===== src/rtl/imem_dmem_arbiter.sv =====
// Arbitrates one single-ported memory between instruction fetch and load/store traffic,
// registering the memory command and routing read data back to whoever issued it.
module imem_dmem_arbiter #(
   parameter int AW       = 32,
   parameter int DW       = 32,
   parameter int LAT      = 1,
   parameter int MAX_WAIT = 4
) (
   input  logic            clk,
   input  logic            reset,
   input  logic            i_valid,
   input  logic [AW-1:0]   i_addr,
   output logic            i_ready,
   output logic            i_rvalid,
   output logic [DW-1:0]   i_rdata,
   input  logic            d_valid,
   input  logic [AW-1:0]   d_addr,
   input  logic [DW/8-1:0] d_we,
   input  logic [DW-1:0]   d_wdata,
   output logic            d_ready,
   output logic            d_rvalid,
   output logic [DW-1:0]   d_rdata,
   output logic            men,
   output logic [AW-1:0]   maddr,
   output logic [DW/8-1:0] mwe,
   output logic [DW-1:0]   mwdata,
   input  logic [DW-1:0]   mrdata
);

   localparam int WW = $clog2(MAX_WAIT + 1);
   localparam logic [WW-1:0] WAIT_MAX = WW'(MAX_WAIT);

   typedef enum logic {GRANT_FETCH = 1'b0, GRANT_DATA = 1'b1} grant_t;

   grant_t        last_grant;
   logic [WW-1:0] i_wait;
   logic [WW-1:0] d_wait;
   logic          grant_i;
   logic          grant_d;
   logic          cmd_is_data;
   logic [LAT-1:0] tag_rd;
   logic [LAT-1:0] tag_data;

   // A starved requester beats round-robin; reset suppresses every grant
   always_comb begin
      grant_i = 1'b0;
      grant_d = 1'b0;
      if (!reset) begin
         if (i_valid && d_valid) begin
            if (i_wait == WAIT_MAX)
               grant_i = 1'b1;
            else if (d_wait == WAIT_MAX)
               grant_d = 1'b1;
            else if (last_grant == GRANT_FETCH)
               grant_d = 1'b1;
            else
               grant_i = 1'b1;
         end else if (i_valid) begin
            grant_i = 1'b1;
         end else if (d_valid) begin
            grant_d = 1'b1;
         end
      end
   end

   assign i_ready = grant_i;
   assign d_ready = grant_d;

   always_ff @(posedge clk) begin
      if (reset) begin
         last_grant <= GRANT_FETCH;
         i_wait     <= '0;
         d_wait     <= '0;
      end else begin
         if (grant_i)
            last_grant <= GRANT_FETCH;
         else if (grant_d)
            last_grant <= GRANT_DATA;

         if (!i_valid || grant_i)
            i_wait <= '0;
         else if (i_wait != WAIT_MAX)
            i_wait <= i_wait + 1'b1;

         if (!d_valid || grant_d)
            d_wait <= '0;
         else if (d_wait != WAIT_MAX)
            d_wait <= d_wait + 1'b1;
      end
   end

   always_ff @(posedge clk) begin
      if (reset) begin
         men         <= 1'b0;
         maddr       <= '0;
         mwe         <= '0;
         mwdata      <= '0;
         cmd_is_data <= 1'b0;
      end else if (grant_d) begin
         men         <= 1'b1;
         maddr       <= d_addr;
         mwe         <= d_we;
         mwdata      <= d_wdata;
         cmd_is_data <= 1'b1;
      end else if (grant_i) begin
         men         <= 1'b1;
         maddr       <= i_addr;
         mwe         <= '0;
         mwdata      <= '0;
         cmd_is_data <= 1'b0;
      end else begin
         men <= 1'b0;
         mwe <= '0;
      end
   end

   // Tags enter as the command reaches memory and exit exactly when its read data does
   always_ff @(posedge clk) begin
      if (reset) begin
         tag_rd   <= '0;
         tag_data <= '0;
      end else begin
         tag_rd[0]   <= men && (mwe == '0);
         tag_data[0] <= cmd_is_data;
         for (int k = 1; k < LAT; k++) begin
            tag_rd[k]   <= tag_rd[k-1];
            tag_data[k] <= tag_data[k-1];
         end
      end
   end

   always_comb begin
      i_rvalid = !reset && tag_rd[LAT-1] && !tag_data[LAT-1];
      d_rvalid = !reset && tag_rd[LAT-1] && tag_data[LAT-1];
      i_rdata  = i_rvalid ? mrdata : '0;
      d_rdata  = d_rvalid ? mrdata : '0;
   end

endmodule

===== config.mk =====
export PLATFORM = sky130hd
export DESIGN_NAME = imem_dmem_arbiter
export DESIGN_NICKNAME = d
export VERILOG_FILES = /design/src/rtl/imem_dmem_arbiter.sv
export SDC_FILE = /design/constraint.sdc
export NUM_CORES = 1
export LEC_CHECK = 0
export CELL_PAD_IN_SITES_DETAIL_PLACEMENT = 0
export CELL_PAD_IN_SITES_GLOBAL_PLACEMENT = 2
export CORE_UTILIZATION = 18
export CTS_CLUSTER_DIAMETER = 200
export CTS_CLUSTER_SIZE = 40
export DETAILED_ROUTE_END_ITERATION = 10
export MAX_ROUTING_LAYER = met4
export PLACE_DENSITY_LB_ADDON = 0.1
export SLEW_MARGIN = 10
export SYNTH_ARGS = -nofsm -noshare
export SYNTH_HDL_FRONTEND = slang
export SYNTH_SLANG_ARGS = --single-unit

===== constraint.sdc =====
create_clock -name clk -period 2.73 [get_ports clk]
set_input_delay 0.819 -clock clk [delete_from_list [all_inputs] [get_ports clk]]
set_output_delay 0.819 -clock clk [all_outputs]
set_load 0.01 [all_outputs]

==> results.cfg <==
[pwr]
power.switching_uw = 786
power_uw = 3200
comb_power_share = 0.203
switching_share = 0.246
seq_power_share = 0.394
p_per_area_nw_per_um2 = 455
leakage_uw = 0.00292
ir_drop_mv = 0.285
intPower_uw = 2410
pwr-share-clk = 0.403

[place]
hpwlAfterDp_mm = 10.7
gp_congestion = 0.761
dp_slack_ns = -0.593
portBuffers = 272

[critical_path]
cp.required_ns = 1.91
cp.arrival_ns = 1.83
timing.rr.end = maddr[21]$_SDFFE_PP0P_
ff2ff_setup_slack_ns = 0.39
r2r-start = d_wait[0]$_SDFFE_PP0N_
rr_worst_depth = 8
crit_fanout = 33
critical_path_class = primary input to primary output
startpoint_type = primary input
critical_path.endpoint_type = primary output

[floorplanning]
initial_core_util = 0.184
core_area_sq_um = 20300
die-area_sq_um = 21400
num_io_pins = 273
die_w_microns = 146
chipHeight_microns = 146
rows = 52

[clock_network]
cts_hold_buf = 0
htreeDepth = 3
clk_pin_slew_ns = 0.06
cts_tree = built
clock_latency_ns = 0.34
numCtsBuffers = 9
cts_buffer_depth = 2
clkSinkCount = 79
clock-root-buffer = clkbuf_16

[grt]
grt_usage = 0.137
first_global_vias = 3843
grt_max_degree = 66
grt_first_pass_wirelength_mm = 22.1
overflow = 0
antenna_found_initial = 2

[logic_synthesis]
synthCells = 423
synth_cell_types = 30
synth_top_area_frac = 0.422
avgSynthCellArea_sq_um = 8.85
synth_top_area_cell = dfxtp_1
ys_top_cells_by_area = dfxtp_1, and2_1, mux2i_1
syn_area_sq_um = 3740
syn_nets = 563
ys_warn_count = 0
synth_seq_cells = 79
synth_seq_area_share = 0.422

[detailed_routing]
num_vias = 3925
drt_iter0_drc = 99
ant_nets = 0
wl_mm = 14.6
wl_per_cell_microns = 15.2
firstDrtPassIters = 4
post_drt_via_cell_ratio = 4.10
route.detailed.drc = 0

[sta]
tightestPinTransition_ns = 0.664
finalSetupViolCount = 0
holdWs_ns = 0.417
fin_setup_tns_ns = 0
finalWorstSetupSlack_ns = 0.0854
clock_skew_ns = 0.0107
rsz0062_at_grt = no
min_period_ns = 2.64
post-route-period-util = 0.969
finalMaxSlewViolations = 0
fmax_mhz = 378
hold_viol_final = 0
relSlewSlack = 0.557

[hold_path]
min_path_cells = 1
min_from = mwe[1]$_SDFF_PP0_
hold_path.class = flop to flop
hold_path_end = tag_rd$_SDFF_PP0_

[job]
maxCapViolations = 0

[layout]
layout.cells.most_common = clkdlybuf4s50_1
area_delta_synth_final_pct = 87.7
drive_gt1_frac = 0.0612
nNetsFinal = 822
nFillCells = 2117
layout_common_cells = clkdlybuf4s50_1, dfxtp_1, and2_1

[outcome]
status = completed
## area by class of cell
cell class / instances / area (sq um) / share of cell area
antenna: 2 / 5.00 / 0.000712
clock buffer: 10 / 229 / 0.0326
clock inverter: 5 / 83.8 / 0.0119
inverter: 5 / 18.8 / 0.00267
multi-input combinational: 299 / 1990 / 0.283
sequential: 79 / 1580 / 0.225
tap: 270 / 338 / 0.0481
timing repair buffer: 288 / 2780 / 0.396
## power groups by stage
stage	Combinational (uW)	Sequential, uW	Clock, uW
floorplan	208	1320	0
global placement	663	1280	0
detailed placement	667	1290	0
CTS	661	1260	1340
global route	701	1270	1390
finish	650	1260	1290
## metrics by stage
| step | util | instances | cell area, sq um |
|---|---|---|---|
| 2_1_floorplan | - | 423 | 3740 |
| 3_3_place_gp | 0.334 | 941 | 6790 |
| 3_5_place_dp | 0.334 | 941 | 6790 |
| 4_1_cts | 0.346 | 956 | 7020 |
| 5_1_grt | 0.346 | 958 | 7030 |
| 6_report | 0.346 | 958 | 7030 |
## cells in the mapped netlist
library cell	count
a31oi_1	32
and3_4	1
a211oi_1	32
buf_6	2
or4b_2	1
o21ai_0	1
buf_8	2
nor3b_1	33
nand3b_1	1
inv_1	5
mux2i_1	34
or3b_1	1
nor3_1	6
and2_1	69
nand2b_1	1
or2_2	1
dfxtp_1	79
and3b_1	1
xnor2_1	2
a31oi_2	1
a21o_1	1
buf_2	2
nor2b_1	3
a21oi_1	3
clkbuf_1	33
buf_1	1
nand2_1	2
a311oi_2	1
nor2_1	68
ha_1	4
## flip-flops by register name (all words and copies together), names as in the netlist
| signal | count |
|---|---|
| cmd_is_data | 1 |
| d_wait | 3 |
| i_wait | 3 |
| last_grant | 1 |
| maddr | 32 |
| men | 1 |
| mwdata | 32 |
| mwe | 4 |
| tag_data | 1 |
| tag_rd | 1 |
## how the worst max path moves through the flow
stage,startpoint,endpoint,slack (ns),cells after the start
after CTS,reset,i_rdata[11],0.06,5
after global placement,i_valid,d_ready,-0.56,4
after floorplan,reset,i_rdata[22],0.07,4
final,reset,i_rdata[20],0.09,5
after global routing,reset,i_rdata[11],0.01,5
after detailed placement,i_valid,d_ready,-0.59,4
## critical path, cell delays in order
cell and delay, ns:
buf_2 0.14, nor3b_4 0.23, buf_12 0.20, and2_1 0.15
dlygate4sd2_1 0.28
## layer usage
| layer | GRT usage | vias up | wire length (microns) |
|---|---|---|---|
| met1 | 0.171 | 1787 | 6700 |
| met4 | 0.0328 | 0 | 139 |
| met2 | 0.218 | 139 | 6800 |
| met5 | - | - | 0 |
| li1 | - | 1990 | - |
| met3 | 0.0394 | 9 | 940 |
## kinds of logic after synthesis
logic type,share of synthesized area
adders and majority gates,0.0134
muxes,0.0909
buffers and inverters,0.0558
AOI/OAI and AO/OA,0.132
DFF,0.422
and+or+nand+nor,0.280
xor gates and xnor gates,0.00468
## repair_timing
action	in CTS	in global routing
endpoints found under the setup margin	68	0
buffers inserted	0	0
resized for setup	76	0
Power figures use the tool's default switching activity.
